[config.mk]
export PLATFORM = sky130hd
export DESIGN_NAME = mem_req_initiator_flat
export DESIGN_NICKNAME = d
export VERILOG_FILES = /design/src/rtl/mem_req_initiator_pkg.sv /design/src/rtl/mem_req_initiator_if.sv /design/src/rtl/mem_lane_align.sv /design/src/rtl/mem_req_initiator.sv /design/src/flat_wrapper.sv
export SDC_FILE = /design/constraint.sdc
export NUM_CORES = 1
export LEC_CHECK = 0
export CAP_MARGIN = 20
export CORE_MARGIN = 5
export CORE_UTILIZATION = 44
export DETAILED_ROUTE_END_ITERATION = 8
export GPL_ROUTABILITY_DRIVEN = 0
export PLACE_DENSITY = 0.91
export SETUP_SLACK_MARGIN = 0.15
export SLEW_MARGIN = 20
export SYNTH_ARGS = -nofsm -noshare
export SYNTH_HDL_FRONTEND = slang
export SYNTH_SLANG_ARGS = --single-unit
[constraint.sdc]
create_clock -name clk -period 2.2 [get_ports clk]
set_input_delay 0.44 -clock clk [delete_from_list [all_inputs] [get_ports clk]]
set_output_delay 0.44 -clock clk [all_outputs]
set_load 0.1 [all_outputs]
[src/rtl/mem_req_initiator_pkg.sv]
// Shared definitions for the MEM-stage load/store initiator: size codes, FSM states and default limits.
package mem_defs;

  localparam logic [31:0] DEF_ADDR_LIMIT = 32'h0000_3000;
  localparam int          DEF_TIMEOUT    = 16;

  typedef enum logic [1:0] {
    SZ_BYTE = 2'd0,
    SZ_HALF = 2'd1,
    SZ_WORD = 2'd2,
    SZ_ILL  = 2'd3
  } size_t;

  typedef enum logic [1:0] {
    ST_IDLE = 2'd0,
    ST_REQ  = 2'd1,
    ST_RESP = 2'd2
  } state_t;

endpackage

[src/rtl/mem_req_initiator_if.sv]
// Data-memory req/ack bus between the initiator (master) and the memory (slave).
interface mem_req_initiator_if;

  logic        mem_req;
  logic        mem_we;
  logic [3:0]  mem_be;
  logic [31:0] mem_addr;
  logic [31:0] mem_wdata;
  logic        mem_ack;
  logic [31:0] mem_rdata;

  modport master (
    output mem_req, mem_we, mem_be, mem_addr, mem_wdata,
    input  mem_ack, mem_rdata
  );

  modport slave (
    input  mem_req, mem_we, mem_be, mem_addr, mem_wdata,
    output mem_ack, mem_rdata
  );

endinterface

[src/rtl/mem_lane_align.sv]
// Combinational byte-lane steering: byte enables, store-data replication and load extraction/extension.
module mem_lane_align
  import mem_defs::*;
(
  input  logic [1:0]  addr_lo,
  input  size_t       size,
  input  logic        sign,
  input  logic [31:0] wdata,
  input  logic [31:0] rdata,
  output logic [3:0]  be,
  output logic [31:0] wdata_placed,
  output logic [31:0] rdata_ext
);

  logic [7:0]  byte_sel;
  logic [15:0] half_sel;

  always_comb begin
    byte_sel     = 8'h00;
    half_sel     = 16'h0000;
    be           = 4'h0;
    wdata_placed = 32'h0;
    rdata_ext    = 32'h0;

    case (addr_lo)
      2'd0:    byte_sel = rdata[7:0];
      2'd1:    byte_sel = rdata[15:8];
      2'd2:    byte_sel = rdata[23:16];
      default: byte_sel = rdata[31:24];
    endcase
    half_sel = addr_lo[1] ? rdata[31:16] : rdata[15:0];

    // Illegal size leaves everything zero; such accesses never reach the bus anyway.
    case (size)
      SZ_BYTE: begin
        be           = 4'b0001 << addr_lo;
        wdata_placed = {4{wdata[7:0]}};
        rdata_ext    = {{24{sign & byte_sel[7]}}, byte_sel};
      end
      SZ_HALF: begin
        be           = 4'b0011 << {addr_lo[1], 1'b0};
        wdata_placed = {2{wdata[15:0]}};
        rdata_ext    = {{16{sign & half_sel[15]}}, half_sel};
      end
      SZ_WORD: begin
        be           = 4'hF;
        wdata_placed = wdata;
        rdata_ext    = rdata;
      end
      default: ;
    endcase
  end

endmodule

[src/rtl/mem_req_initiator.sv]
// MEM-stage load/store initiator: one outstanding access, alignment/range/timeout error checking.
// Define DM_TRACE_EN to print a trace line on every acknowledged store.
module mem_req_initiator
  import mem_defs::*;
#(
  parameter logic [31:0] ADDR_LIMIT = DEF_ADDR_LIMIT,
  parameter int          TIMEOUT    = DEF_TIMEOUT
) (
  input  logic                clk,
  input  logic                reset,
  input  logic                req_valid,
  output logic                req_ready,
  input  logic                req_we,
  input  logic [1:0]          req_size,
  input  logic                req_sign,
  input  logic [31:0]         req_addr,
  input  logic [31:0]         req_wdata,
  input  logic [31:0]         req_pc,
  output logic                rsp_valid,
  output logic [31:0]         rsp_rdata,
  output logic                rsp_err,
  mem_req_initiator_if.master mem
);

  localparam int            CW       = $clog2(TIMEOUT + 1);
  localparam logic [CW-1:0] CNT_LAST = CW'(TIMEOUT - 1);

  state_t        state, state_next;
  logic [31:0]   addr_q, wdata_q, rdata_q;
  size_t         size_q;
  logic          we_q, sign_q, err_q;
  logic [CW-1:0] wait_cnt;
  logic          accept, illegal, timed_out, in_req;
  logic [3:0]    be;
  logic [31:0]   wdata_placed, rdata_ext;

  assign accept    = req_valid && (state == ST_IDLE);
  assign illegal   = (size_t'(req_size) == SZ_ILL) ||
                     ((size_t'(req_size) == SZ_HALF) && req_addr[0]) ||
                     ((size_t'(req_size) == SZ_WORD) && (req_addr[1:0] != 2'b00)) ||
                     (req_addr >= ADDR_LIMIT);
  assign timed_out = (wait_cnt == CNT_LAST) && !mem.mem_ack;
  assign in_req    = (state == ST_REQ);

  // State register; async reset drops mem_req at once because it decodes straight from state.
  always_ff @(posedge clk or negedge reset) begin
    if (!reset) state <= ST_IDLE;
    else        state <= state_next;
  end

  // Next-state and handshake outputs.
  always_comb begin
    state_next   = state;
    req_ready    = 1'b0;
    rsp_valid    = 1'b0;
    mem.mem_req  = 1'b0;
    case (state)
      ST_IDLE: begin
        req_ready = 1'b1;
        if (req_valid) state_next = illegal ? ST_RESP : ST_REQ;
      end
      ST_REQ: begin
        mem.mem_req = 1'b1;
        if (mem.mem_ack || timed_out) state_next = ST_RESP;
      end
      ST_RESP: begin
        rsp_valid  = 1'b1;
        state_next = ST_IDLE;
      end
      default: state_next = ST_IDLE;
    endcase
  end

  // Request capture, wait counter and response data/error.
  always_ff @(posedge clk or negedge reset) begin
    if (!reset) begin
      addr_q   <= 32'h0;
      wdata_q  <= 32'h0;
      rdata_q  <= 32'h0;
      size_q   <= SZ_BYTE;
      we_q     <= 1'b0;
      sign_q   <= 1'b0;
      err_q    <= 1'b0;
      wait_cnt <= '0;
    end else if (accept) begin
      addr_q   <= req_addr;
      wdata_q  <= req_wdata;
      rdata_q  <= 32'h0;
      size_q   <= size_t'(req_size);
      we_q     <= req_we;
      sign_q   <= req_sign;
      err_q    <= illegal;
      wait_cnt <= '0;
    end else if (in_req) begin
      if (mem.mem_ack) begin
        rdata_q <= we_q ? 32'h0 : rdata_ext;
        err_q   <= 1'b0;
      end else begin
        if (timed_out) err_q <= 1'b1;
        wait_cnt <= wait_cnt + 1'b1;
      end
    end
  end

  mem_lane_align u_align (
    .addr_lo      (addr_q[1:0]),
    .size         (size_q),
    .sign         (sign_q),
    .wdata        (wdata_q),
    .rdata        (mem.mem_rdata),
    .be           (be),
    .wdata_placed (wdata_placed),
    .rdata_ext    (rdata_ext)
  );

  assign mem.mem_we    = in_req && we_q;
  assign mem.mem_be    = in_req ? be : 4'h0;
  assign mem.mem_addr  = in_req ? {addr_q[31:2], 2'b00} : 32'h0;
  assign mem.mem_wdata = in_req ? wdata_placed : 32'h0;
  assign rsp_rdata     = rsp_valid ? rdata_q : 32'h0;
  assign rsp_err       = rsp_valid && err_q;

`ifdef DM_TRACE_EN
  logic [31:0] pc_q;

  always_ff @(posedge clk or negedge reset) begin
    if (!reset)      pc_q <= 32'h0;
    else if (accept) pc_q <= req_pc;
  end

  // Disabled byte lanes print as zero.
  always @(posedge clk) begin
    if (reset && in_req && mem.mem_ack && we_q)
      $display("@%h: *%h <= %h", pc_q, mem.mem_addr,
               mem.mem_wdata & {{8{be[3]}}, {8{be[2]}}, {8{be[1]}}, {8{be[0]}}});
  end
`else
  logic pc_unused;
  assign pc_unused = ^req_pc;
`endif

endmodule

[src/flat_wrapper.sv]
// flat-port wrapper written by rule: the top's interface ports become plain ports
module mem_req_initiator_flat import mem_defs::*;
#(
  parameter logic [31:0] ADDR_LIMIT = DEF_ADDR_LIMIT,
  parameter int          TIMEOUT    = DEF_TIMEOUT
)
  (clk, reset, req_valid, req_ready, req_we, req_size, req_sign, req_addr, req_wdata, req_pc, rsp_valid, rsp_rdata, rsp_err, mem_mem_req, mem_mem_we, mem_mem_be, mem_mem_addr, mem_mem_wdata, mem_mem_ack, mem_mem_rdata);
  mem_req_initiator_if mem_i ();
  input  logic clk;
  input  logic reset;
  input  logic req_valid;
  output logic req_ready;
  input  logic req_we;
  input  logic [1:0] req_size;
  input  logic req_sign;
  input  logic [31:0] req_addr;
  input  logic [31:0] req_wdata;
  input  logic [31:0] req_pc;
  output logic rsp_valid;
  output logic [31:0] rsp_rdata;
  output logic rsp_err;
  output wire logic [$bits(mem_i.mem_req)-1:0] mem_mem_req;
  output wire logic [$bits(mem_i.mem_we)-1:0] mem_mem_we;
  output wire logic [$bits(mem_i.mem_be)-1:0] mem_mem_be;
  output wire logic [$bits(mem_i.mem_addr)-1:0] mem_mem_addr;
  output wire logic [$bits(mem_i.mem_wdata)-1:0] mem_mem_wdata;
  input wire logic [$bits(mem_i.mem_ack)-1:0] mem_mem_ack;
  input wire logic [$bits(mem_i.mem_rdata)-1:0] mem_mem_rdata;
  assign mem_mem_req = mem_i.mem_req;
  assign mem_mem_we = mem_i.mem_we;
  assign mem_mem_be = mem_i.mem_be;
  assign mem_mem_addr = mem_i.mem_addr;
  assign mem_mem_wdata = mem_i.mem_wdata;
  assign mem_i.mem_ack = mem_mem_ack;
  assign mem_i.mem_rdata = mem_mem_rdata;
  mem_req_initiator #(.ADDR_LIMIT(ADDR_LIMIT), .TIMEOUT(TIMEOUT)) u_core (.clk(clk), .reset(reset), .req_valid(req_valid), .req_ready(req_ready), .req_we(req_we), .req_size(req_size), .req_sign(req_sign), .req_addr(req_addr), .req_wdata(req_wdata), .req_pc(req_pc), .rsp_valid(rsp_valid), .rsp_rdata(rsp_rdata), .rsp_err(rsp_err), .mem(mem_i));
endmodule
==> results by group <==
Floorplan
  – DIE WIDTH: between 100 and 150 microns
  – I/O Pins: roughly 240
  – Rows: between 40 and 50
  – Die Height: between 100 and 150 microns
  – Initial core utilization: 0.444
  – Core area: roughly 13000 sq um
  – Die area: roughly 16000 sq um

GRT
  – First-pass GRT wire length: between 30 and 40 mm
  – GRT Total Usage: 0.293
  – Total grt overflow: 0
  – Initial antenna violation count: 2
  – Vias in the first global route: 6138
  – Largest net degree at the start of global routing: roughly 40

Setup path
  – R2R Setup Slk: -0.02 ns
  – Most used cell, CP: buf_12
  – Critical Path RT: ~1.8 ns
  – WP buf/inv: 3
  – Critical path class: reg -> out
  – Crit Path Max Fanout: 12
  – CP max-delay cell: dfrtp_2
  – Worst Path Arrival: between 1.5 and 2 ns
  – Setup crit start kind: flop
  – Crit-path cells: buf_12 -> buf_12 -> a21oi_4 -> a2bb2oi_4 -> nor2_4 -> buf_12
  – Delay-heaviest family, CP: buffers and inverters
  – Critical path endpoint category: output port
  – Crit path largest cell delay: roughly 0.45 ns

Synth
  – #FFs+latches synth: around 110
  – Adder-cell share of the synthesized area: 0.00431
  – Synth Area in XOR/XNOR: 0.00453
  – Syn Std Cell Area: 5810 sq um
  – Largest family of logic cells by synthesized area: multiplexers
  – Register area share after synthesis: 0.466
  – Ranking of synthesized cells by area: dfrtp_1 (47%), mux2_2 (14%), and2_1 (7.1%)
  – Number of synthesized flops with an enable pin: 0
  – Complex-gate fraction of the synthesized area: 0.162
  – Cell taking the most area after synthesis: dfrtp_1
  – Synth Area in Simple Gates: 0.149
  – Syn Inst Count: 531
  – Post-synth top flop: dfrtp_1
  – Ys Warns: 0
  – Cell variety after synth: 47
  – Yosys top cell area share: 0.466
  – Syn_area_per_cell: around 11 sq um
  – Asr flop ratio synth: 1.00
  – Multiplexer share of the synthesized area: 0.175

Run status
  – Outcome: finished with violations
  – Failing checks: setup timing

Pwr
  – Switch Pwr: 1.91 mW
  – Pleak: ~4.7 nW
  – Clock network power share: 0.293
  – Comb power frac: 0.314
  – Sw frac: 0.315
  – Max IR drop VDD: about 0.5 mV
  – PwrDens: about 540 nW/um^2
  – Internal: about 4.2 mW
  – Seq pwr share: 0.393

Clocking
  – Num CTS Buffers: 9
  – Clock slew at reported path FFs: 0.08 ns
  – Clk Latency, worst-skew pair: about 0.37 ns
  – CTS sink count: 108
  – Clock buffer depth: 2
  – H-tree depth: 3
  – Clock Tree Root: clkbuf_16
  – CTS tree: built
  – Hold buffers post-CTS: 0

Drt
  – Via-to-Cell Ratio: between 6 and 7
  – DR WL/cell: 26.9 microns
  – Drt pass-1 iters: 6
  – Vias: roughly 6000
  – Post-route ant nets: 0
  – DRC viols: 0
  – Initial drt markers: just under 700
  – Final WL: approximately 26 mm

Timing
  – Slew @ Worst Pin: a little under 0.6 ns
  – Finish-stage setup viols: 57
  – Hold Vio Cnt, Final: 0
  – Part of the cycle the worst path needs: 1.02
  – Setup Skew: slightly above 0.009 ns
  – Fin crit period: ~2.2 ns
  – Fin. max-slew vios: 0
  – RSZ-0062 raised after global routing: yes
  – Rel. slew slack: 0.613
  – Setup TNS: -0.963 ns
  – Setup WS post-layout: -0.0427 ns
  – Hold_ws: around 0.026 ns
  – Fmax: roughly 450 MHz

Final layout
  – FILL cells: 546
  – Share of cells above drive strength 1: 0.575
  – Area occupied by multi-input gates: around 3800 sq um
  – FF+latch area: 2710 sq um
  – Final core occ: 0.862
  – Area Growth Syn to Fin: 94.3%
  – Final net count: about 900

Placed design
  – Place WS: -0.394 ns
  – Port Buf Inserts: 206
  – Dpl hpwl: 14.7 mm

Hold path
  – Hold Crit Class: in -> async

Job
  – Max cap viols: 0
## routing by layer
layer,up-vias,track usage,part of all wire
li1,2437,-,-
met1,2885,0.334,0.35
met2,440,0.514,0.51
met3,115,0.0982,0.096
met4,0,0.0989,0.052
met5,-,0,0
## layout by cell type (no fill, tap or decap), types with 5 or more instances in the layout
cell and count:
buf_12 120, dfrtp_1 106, clkdlybuf4s50_1 102, mux2_2 74, and2_4 65, buf_4 40, nor2_4 25, nor2_1 16
mux2i_1 16, a21oi_2 15, a221o_1 14, nor2b_4 13, clkbuf_16 13, buf_6 13, a2bb2oi_2 11, a221o_2 10
a21oi_4 9, a211oi_1 9, and3_4 8, a211o_1 8, buf_16 8, o22ai_1 7, a22oi_1 7, a21oi_1 6
o21ai_0 6, a22o_1 6, a2bb2oi_4 5
## final cells by class
type,instances,share of cell area
Timing Repair Buffer,291,0.377
Multi-Input combinational cell,374,0.333
Sequential cell,108,0.240
Clock buffer,13,0.0248
Tap cell,176,0.0195
Clock inverter,3,0.00377
Inverter,4,0.00200
Antenna cell,2,0.000444
## repair_timing
item / CTS / global route
gates resized for setup: 158 / 31
cloned: 8 / 8
pin swaps: 37 / 23
setup buffers: 24 / 13
setup endpoints to repair: 120 / 134
## cells by family (layout without fill, tap and decap cells)
kind of cell | count (synthesis) | in the layout
adder cells (fa/ha/maj) | 2 | 2
flip-flops | 108 | 108
multiplexers | 91 | 91
XOR/XNOR | 3 | 3
AO/OA/AOI/OAI | 121 | 121
buffers and inverters | 52 | 311
AND/OR/NAND/NOR | 153 | 155
other | 1 | 4
## power by group through the flow
stage                     Sequential, mW  Combinational [mW]  Clock (mW)
after CTS                           2.35                1.64        1.76
final                               2.39                1.91        1.78
after global routing                2.41                1.98        1.88
after global placement              2.33                1.23           0
after floorplan                     2.29               0.845           0
after detailed placement            2.35                1.29           0
## final timing paths
path,startpoint,endpoint,depth (start not counted)
worst min register to register,u_core.rdata_q[8],u_core.rdata_q[8],1
max in group asynchronous,reset,u_core.rdata_q[9],2
min in group clk,u_core.rdata_q[8],u_core.rdata_q[8],1
worst min-delay path,reset,u_core.wdata_q[20],1
worst max register to register,u_core.size_q[0],u_core.rdata_q[3],7
worst max-delay path,u_core.size_q[1],mem_mem_wdata[30],6
## per-stage QoR
stage	area, sq um	std cells	power (mW)
2_1_floorplan	6210	532	3.14
3_3_place_gp	9540	900	3.55
3_5_place_dp	9540	900	3.63
4_1_cts	10900	948	5.75
5_1_grt	11300	971	6.27
6_report	11300	971	6.08
## flip-flops by register name (all words and copies together), names as in the netlist
register	count
u_core.wait_cnt	5
u_core.we_q	1
u_core.state	2
u_core.sign_q	1
u_core.err_q	1
u_core.wdata_q	32
u_core.size_q	2
u_core.rdata_q	32
u_core.addr_q	32
## synth_stat cells, drive strengths merged (2+ instances only)
cell / count
xor2: 2
and2: 66
a221o: 24
and3: 9
a22o: 6
mux2i: 16
a22oi: 7
ha: 2
nor3b: 2
inv: 4
nor2: 42
a211o: 8
nor4: 4
o21a: 3
o21ai: 6
nor2b: 13
o22ai: 7
a21oi: 30
nand2b: 3
a211oi: 9
a2bb2oi: 17
nand2: 5
nor3: 2
clkbuf: 29
buf: 19
dfrtp: 108
mux2: 74
## worst reg2reg max path, cell delays in order, from the launching register on
cell      delay [ns]
dfrtp_2         0.48
buf_12          0.16
buf_12          0.13
buf_4           0.20
nor2_1          0.48
a22o_1          0.24
a211oi_1        0.08
a221o_1         0.32
Note: power is estimated with default switching activity, not from simulation.
